==> src/rtl/rvga_types.sv <==
// Shared types for the rvga test-memory front end: arbiter state,
// requester identity and the sub-word store merge helper.
package rvga_types;

  typedef logic [31:0] rvga_word;

  typedef enum logic [2:0] {
    ARB_IDLE   = 3'd0,
    ARB_IF_RD  = 3'd1,
    ARB_D_RD   = 3'd2,
    ARB_RMW_RD = 3'd3,
    ARB_WR     = 3'd4,
    ARB_DONE   = 3'd5
  } arb_state_e;

  typedef enum logic {
    ARB_IF   = 1'b0,
    ARB_DATA = 1'b1
  } arb_port_e;

  // Byte k of the result comes from the store data when be[k] is set.
  function automatic rvga_word be_merge(input rvga_word wdata,
                                        input rvga_word rdata,
                                        input logic [3:0] be);
    rvga_word merged;
    merged = 32'h0000_0000;
    for (int k = 0; k < 4; k++) begin
      merged[8*k +: 8] = be[k] ? wdata[8*k +: 8] : rdata[8*k +: 8];
    end
    return merged;
  endfunction

endpackage

==> src/rtl/rvga_mem_arbiter_chk.sv <==
// Simulation-only observer for the arbiter: flags the illegal
// load+store request and optionally traces grants and memory responses.
module rvga_mem_arbiter_chk #(
  parameter int unsigned debug_p = 0
) (
  input logic        clk_i,
  input logic        rst_n_i,
  input logic        d_r_v_i,
  input logic        d_w_v_i,
  input logic        if_grant_i,
  input logic        d_grant_i,
  input logic        mem_strobe_i,
  input logic        mem_resp_v_i,
  input logic [31:0] mem_addr_i,
  input logic [31:0] mem_rdata_i
);

  // Illegal request check and debug trace.
  always @(posedge clk_i) begin
    if (rst_n_i) begin
      assert (!(d_r_v_i && d_w_v_i))
        else $error("rvga_mem_arbiter: load and store requested together");
      if (debug_p != 0) begin
        if (if_grant_i) $display("%t arb grant IF", $time);
        if (d_grant_i) $display("%t arb grant DATA", $time);
        if (mem_strobe_i && mem_resp_v_i)
          $display("%t arb mem resp addr=%h rdata=%h", $time, mem_addr_i, mem_rdata_i);
      end
    end
  end

endmodule

==> src/rtl/rvga_timeout_ctr.sv <==
// Wait-cycle counter for one memory phase; expired_o flags the cycle in
// which the limit_p-th consecutive wait cycle is spent without a response.
module rvga_timeout_ctr #(
  parameter int unsigned limit_p = 1
) (
  input  logic clk_i,
  input  logic rst_n_i,
  input  logic clear_i,
  input  logic en_i,
  output logic expired_o
);

  localparam int unsigned width_lp = $clog2(limit_p + 1);

  logic [width_lp-1:0] count_q, count_d;

  assign expired_o = en_i && (count_q == width_lp'(limit_p - 1));

  // Next count: clear has priority, saturate once expired.
  always_comb begin
    count_d = count_q;
    if (clear_i) begin
      count_d = '0;
    end else if (en_i && !expired_o) begin
      count_d = count_q + width_lp'(1);
    end else begin
      count_d = count_q;
    end
  end

  // Count register.
  always_ff @(posedge clk_i) begin
    if (!rst_n_i) begin
      count_q <= '0;
    end else begin
      count_q <= count_d;
    end
  end

endmodule

==> src/rtl/rvga_mem_arbiter.sv <==
// Round-robin fetch/data front end to the word-wide test memory; one
// transaction at a time, sub-word stores done as read-modify-write.
module rvga_mem_arbiter
  import rvga_types::*;
#(
  parameter int unsigned debug_p   = 0,
  parameter int unsigned timeout_p = 0
) (
  input  logic        clk_i,
  input  logic        rst_n_i,
  input  logic        if_v_i,
  input  logic [31:0] if_addr_i,
  output logic        if_ready_o,
  output logic [31:0] if_data_o,
  output logic        if_resp_v_o,
  output logic        if_err_o,
  input  logic        d_r_v_i,
  input  logic        d_w_v_i,
  input  logic [31:0] d_addr_i,
  input  logic [31:0] d_wdata_i,
  input  logic [3:0]  d_be_i,
  output logic        d_ready_o,
  output logic [31:0] d_rdata_o,
  output logic        d_resp_v_o,
  output logic        d_err_o,
  output logic        mem_r_v_o,
  output logic        mem_w_v_o,
  output logic [31:0] mem_addr_o,
  output logic [31:0] mem_wdata_o,
  input  logic [31:0] mem_rdata_i,
  input  logic        mem_resp_v_i
);

  arb_state_e state_q, state_d;
  arb_port_e  last_grant_q, last_grant_d;
  arb_port_e  owner_q, owner_d;
  logic       err_q, err_d;
  logic [3:0] be_q, be_d;
  rvga_word   mem_addr_q, mem_addr_d;
  rvga_word   mem_wdata_q, mem_wdata_d;
  rvga_word   if_data_q, if_data_d;
  rvga_word   d_rdata_q, d_rdata_d;

  logic d_v_s, idle_s, in_mem_s, if_win_s, d_win_s, done_s, expired_s;

  assign d_v_s    = d_r_v_i | d_w_v_i;
  assign idle_s   = (state_q == ARB_IDLE);
  assign done_s   = (state_q == ARB_DONE);
  assign in_mem_s = (state_q == ARB_IF_RD) || (state_q == ARB_D_RD) ||
                    (state_q == ARB_RMW_RD) || (state_q == ARB_WR);
  // On a tie the port that did not win last time is granted.
  assign if_win_s = idle_s && if_v_i && (!d_v_s || (last_grant_q == ARB_DATA));
  assign d_win_s  = idle_s && d_v_s && (!if_v_i || (last_grant_q == ARB_IF));

  generate
    if (timeout_p > 0) begin : g_tmo
      rvga_timeout_ctr #(.limit_p(timeout_p)) u_tmo (
        .clk_i     (clk_i),
        .rst_n_i   (rst_n_i),
        .clear_i   (!in_mem_s || mem_resp_v_i),
        .en_i      (in_mem_s && !mem_resp_v_i),
        .expired_o (expired_s)
      );
    end else begin : g_no_tmo
      assign expired_s = 1'b0;
    end
  endgenerate

  // Next-state and captured-request logic.
  always_comb begin
    state_d      = state_q;
    last_grant_d = last_grant_q;
    owner_d      = owner_q;
    err_d        = err_q;
    be_d         = be_q;
    mem_addr_d   = mem_addr_q;
    mem_wdata_d  = mem_wdata_q;
    if_data_d    = if_data_q;
    d_rdata_d    = d_rdata_q;
    case (state_q)
      ARB_IDLE: begin
        if (if_win_s) begin
          state_d      = ARB_IF_RD;
          owner_d      = ARB_IF;
          last_grant_d = ARB_IF;
          err_d        = 1'b0;
          mem_addr_d   = if_addr_i & 32'hFFFF_FFFC;
        end else if (d_win_s) begin
          owner_d      = ARB_DATA;
          last_grant_d = ARB_DATA;
          err_d        = 1'b0;
          mem_addr_d   = d_addr_i & 32'hFFFF_FFFC;
          mem_wdata_d  = d_wdata_i;
          be_d         = d_be_i;
          // A simultaneous load+store is handled as the store.
          if (d_w_v_i) begin
            if (d_be_i == 4'hF) begin
              state_d = ARB_WR;
            end else if (d_be_i == 4'h0) begin
              state_d = ARB_DONE;
            end else begin
              state_d = ARB_RMW_RD;
            end
          end else begin
            state_d = ARB_D_RD;
          end
        end else begin
          state_d = ARB_IDLE;
        end
      end
      ARB_IF_RD: begin
        if (mem_resp_v_i) begin
          if_data_d = mem_rdata_i;
          state_d   = ARB_DONE;
        end else if (expired_s) begin
          err_d   = 1'b1;
          state_d = ARB_DONE;
        end else begin
          state_d = ARB_IF_RD;
        end
      end
      ARB_D_RD: begin
        if (mem_resp_v_i) begin
          d_rdata_d = mem_rdata_i;
          state_d   = ARB_DONE;
        end else if (expired_s) begin
          err_d   = 1'b1;
          state_d = ARB_DONE;
        end else begin
          state_d = ARB_D_RD;
        end
      end
      ARB_RMW_RD: begin
        if (mem_resp_v_i) begin
          mem_wdata_d = be_merge(mem_wdata_q, mem_rdata_i, be_q);
          state_d     = ARB_WR;
        end else if (expired_s) begin
          err_d   = 1'b1;
          state_d = ARB_DONE;
        end else begin
          state_d = ARB_RMW_RD;
        end
      end
      ARB_WR: begin
        if (mem_resp_v_i) begin
          state_d = ARB_DONE;
        end else if (expired_s) begin
          err_d   = 1'b1;
          state_d = ARB_DONE;
        end else begin
          state_d = ARB_WR;
        end
      end
      ARB_DONE: begin
        state_d = ARB_IDLE;
      end
      default: begin
        state_d = ARB_IDLE;
      end
    endcase
  end

  // State and datapath registers; reset abandons any transaction.
  always_ff @(posedge clk_i) begin
    if (!rst_n_i) begin
      state_q      <= ARB_IDLE;
      last_grant_q <= ARB_DATA;
      owner_q      <= ARB_IF;
      err_q        <= 1'b0;
      be_q         <= 4'h0;
      mem_addr_q   <= 32'h0000_0000;
      mem_wdata_q  <= 32'h0000_0000;
      if_data_q    <= 32'h0000_0000;
      d_rdata_q    <= 32'h0000_0000;
    end else begin
      state_q      <= state_d;
      last_grant_q <= last_grant_d;
      owner_q      <= owner_d;
      err_q        <= err_d;
      be_q         <= be_d;
      mem_addr_q   <= mem_addr_d;
      mem_wdata_q  <= mem_wdata_d;
      if_data_q    <= if_data_d;
      d_rdata_q    <= d_rdata_d;
    end
  end

  assign if_ready_o  = if_win_s;
  assign d_ready_o   = d_win_s;
  assign if_data_o   = if_data_q;
  assign d_rdata_o   = d_rdata_q;
  assign if_resp_v_o = done_s && (owner_q == ARB_IF);
  assign d_resp_v_o  = done_s && (owner_q == ARB_DATA);
  assign if_err_o    = if_resp_v_o && err_q;
  assign d_err_o     = d_resp_v_o && err_q;
  assign mem_r_v_o   = (state_q == ARB_IF_RD) || (state_q == ARB_D_RD) ||
                       (state_q == ARB_RMW_RD);
  assign mem_w_v_o   = (state_q == ARB_WR);
  assign mem_addr_o  = mem_addr_q;
  assign mem_wdata_o = mem_wdata_q;

  rvga_mem_arbiter_chk #(.debug_p(debug_p)) u_chk (
    .clk_i        (clk_i),
    .rst_n_i      (rst_n_i),
    .d_r_v_i      (d_r_v_i),
    .d_w_v_i      (d_w_v_i),
    .if_grant_i   (if_win_s),
    .d_grant_i    (d_win_s),
    .mem_strobe_i (in_mem_s),
    .mem_resp_v_i (mem_resp_v_i),
    .mem_addr_i   (mem_addr_q),
    .mem_rdata_i  (mem_rdata_i)
  );

endmodule

==> config.mk <==
export PLATFORM = sky130hd
export DESIGN_NAME = rvga_mem_arbiter
export DESIGN_NICKNAME = d
export VERILOG_FILES = /design/src/rtl/rvga_types.sv /design/src/rtl/rvga_mem_arbiter_chk.sv /design/src/rtl/rvga_timeout_ctr.sv /design/src/rtl/rvga_mem_arbiter.sv
export SDC_FILE = /design/constraint.sdc
export NUM_CORES = 1
export LEC_CHECK = 0
export CAP_MARGIN = 0
export CORE_MARGIN = 5
export CORE_UTILIZATION = 34
export DETAILED_ROUTE_END_ITERATION = 8
export DONT_BUFFER_PORTS = 1
export PLACE_DENSITY_LB_ADDON = 0.12
export REMOVE_ABC_BUFFERS = 1
export SYNTH_ARGS = -nofsm -noshare
export SYNTH_HDL_FRONTEND = slang
export SYNTH_SLANG_ARGS = --single-unit
==> constraint.sdc <==
create_clock -name clk_i -period 3.5 [get_ports clk_i]
set_input_delay 0.7 -clock clk_i [delete_from_list [all_inputs] [get_ports clk_i]]
set_output_delay 0.7 -clock clk_i [all_outputs]
set_load 0.005 [all_outputs]
==> impl_metrics.json <==
{
  "ios": 274,
  "multi_input_area_mm2": 0.00281,
  "setup_tns_ns": 0,
  "clk_latency_ns": 0.41,
  "timing.rr.end": "d_rdata_o[28]",
  "place_inst": 818,
  "synth-seq-cells": 135,
  "syn_to_final_growth_pct": 11.8,
  "final_common_cell": "nand2_1",
  "p_total_mw": 4.85,
  "grt_remaining_overflow": 0,
  "finish.utilization_pct": 38.9,
  "mostFrequentLayoutCells": "174 x nand2_1, 133 x dfxtp_1, 64 x a21boi_1",
  "hpwl_um": 12600,
  "clkPwrFrac_pct": 37.0,
  "slew_headroom_pct": 27.0,
  "drt_iter0_drc": 271,
  "end_kind": "output port",
  "seqCellArea_mm2": 0.00271,
  "drc": 0,
  "outcome": "finished, final reports clean",
  "place_area_mm2": 0.00589,
  "clockRootBuffer": "clkbuf_16",
  "cts-hold-fix-buffers": 0,
  "timing.rr.start": "state_q[0]",
  "clkSinkCount": 135,
  "synth_warnings": 0,
  "hp-start": "d_be_i[1]",
  "pre_cts_slack_ns": 1.29,
  "hold_viol_final": 0,
  "clockBufferDepth": 2,
  "initial_core_util_pct": 34.8,
  "diodes": 0,
  "via_per_inst": 5.56,
  "fin_ws_ns": 0.995,
  "arrival_ns": 1.80,
  "grt_pass1_vias": 4789,
  "rsz0062_at_grt": "no",
  "critPathMaxFanout": 24,
  "synth_area_leaders": "dfxtp_1 47%, nand2_1 11%, a21boi_1 8.3%, o211a_1 5.5%, a222oi_1 5.2%",
  "drt-total-wl_um": 18100,
  "final_max_slew_viol_count": 0,
  "finalNetCount": 755,
  "internal-power_mw": 3.34,
  "vdd_ir_drop_max_mv": 0.345,
  "top_layer": "met4",
  "grt_antenna_before_repair": 0,
  "startpoint_type": "flop",
  "ant_nets": 0,
  "synth_area_mm2": 0.00581,
  "p_comb_share_pct": 20.7,
  "crit_type": "reg2out",
  "synth_ff_type": "dfxtp_1",
  "grt_pass1_wl_um": 27800,
  "post_cts_buffers": 0,
  "drive_gt1_share_pct": 8.57,
  "dieArea_mm2": 0.0198,
  "wl_met1_um": 7280,
  "fin_cells": 850,
  "grt_use_total_pct": 17.8,
  "power.switching_mw": 1.51,
  "cellLeakagePower_nw": 2.57,
  "async_reset_ff_share_pct": 0,
  "postSynthCellCount": 648,
  "min_period_ns": 2.50,
  "achievable-frequency_ghz": 0.399,
  "cts_resized": 0,
  "power_density_mw_per_mm2": 747,
  "whs_ns": 0.421,
  "die_w_um": 141,
  "gp_congestion": 0.779,
  "clkSlewWorstSetupHoldPaths_ns": 0.06,
  "finalSetupViolCount": 0,
  "core_mm2": 0.0167,
  "drt-pass1-iter-count": 8,
  "synth_edf_count": 0,
  "wire_per_inst_um": 21.3,
  "numCtsBuffers": 17,
  "endpoint": "mem_w_v_o",
  "yosysUniqueCellTypes": 44,
  "io_buffers": 0,
  "cap_violations": 0,
  "yosysTopAreaCellShare_pct": 46.5,
  "vias": 4730,
  "fin_worst_skew_ns": 0.00684,
  "grt_max_degree": 136,
  "worst-slew-pin-transition_ns": 1.10,
  "dr_wl_met2_um": 8630,
  "pwr-share-seq_pct": 42.4,
  "htreeDepth": 4,
  "hold_class": "in2reg",
  "r2r_cells": 5,
  "synth_top_area_cell": "dfxtp_1",
  "cts_tree": "done",
  "synth.avg_cell_area_um2": 8.96,
  "p_sw_share_pct": 31.2,
  "nFillCells": 1713,
  "die_h_um": 141,
  "reg2reg_slack_ns": 1.27,
  "required_ns": 2.80,
  "num_rows": 47,
  "wl_met3_um": 1900,
  "yosysSeqAreaShare_pct": 46.5,
  "stdcell_area_mm2": 0.00649,
  "worstSetupStartpoint": "state_q[0]",
  "period_share_pct": 71.6
}
[routing by layer]
metal  vias up  global-route usage (%)
met3        20                    7.55
met4         0                    5.41
li1       2232                       -
met1      2237                    21.0
met5         -                       0
met2       241                    29.6
[cell families after synthesis]
logic type      Yosys count  share of synthesized area [%]
flops                   135                           46.5
compound gates          148                           22.7
simple gates            295                           25.1
other cells               1                         0.0646
buf+inv                  69                           5.54
[power by group through the flow]
stage / clock network [mW] / registers (mW) / logic (mW)
after global placement: 0 / 2.09 / 0.985
after detailed placement: 0 / 2.09 / 1.02
final: 1.79 / 2.06 / 1.00
after floorplan: 0 / 2.03 / 0.698
after global routing: 1.92 / 2.09 / 1.13
after CTS: 1.84 / 2.07 / 1.02
[Yosys cell counts (8+ instances only)]
library cell,instances
nand2_1,174
dfxtp_1,135
a21boi_1,64
clkbuf_1,38
nand3_1,32
nand4b_1,32
nor2b_1,32
o211a_1,32
a222oi_1,30
buf_2,14
buf_4,8
[layout make-up]
type                            count  area share (%)
Multi-Input combinational cell    447            43.3
Clock buffer                       19            6.82
Sequential cell                   135            41.7
Timing Repair Buffer               12            1.39
Tap cell                          220            4.24
Inverter                            4           0.231
Clock inverter                     13            2.39
[critical path, cell delays in order, from the launching register on]
cell	delay, ns
dfxtp_2	0.61
buf_4	0.37
nor2_1	0.14
and2_1	0.25
[sequential cells by signal (all words and copies together), names as in the netlist]
| register | flops |
|---|---|
| last_grant_q | 1 |
| if_data_o | 32 |
| d_rdata_o | 32 |
| mem_addr_o | 30 |
| state_q | 3 |
| owner_q | 1 |
| mem_wdata_o | 32 |
| be_q | 4 |
[worst min path at each step]
| stage | to | slack [ns] | depth (start not counted) |
|---|---|---|---|
| 2_1_floorplan | d_rdata_o[10] | 0.45 | 2 |
| 3_3_place_gp | d_rdata_o[1] | 0.47 | 2 |
| 3_5_place_dp | if_data_o[4] | 0.47 | 2 |
| 4_1_cts | last_grant_q | 0.38 | 1 |
| 5_1_grt | be_q[0] | 0.40 | 2 |
| 6_report | be_q[1] | 0.42 | 2 |
No activity file was read; power rests on OpenSTA's default activity.
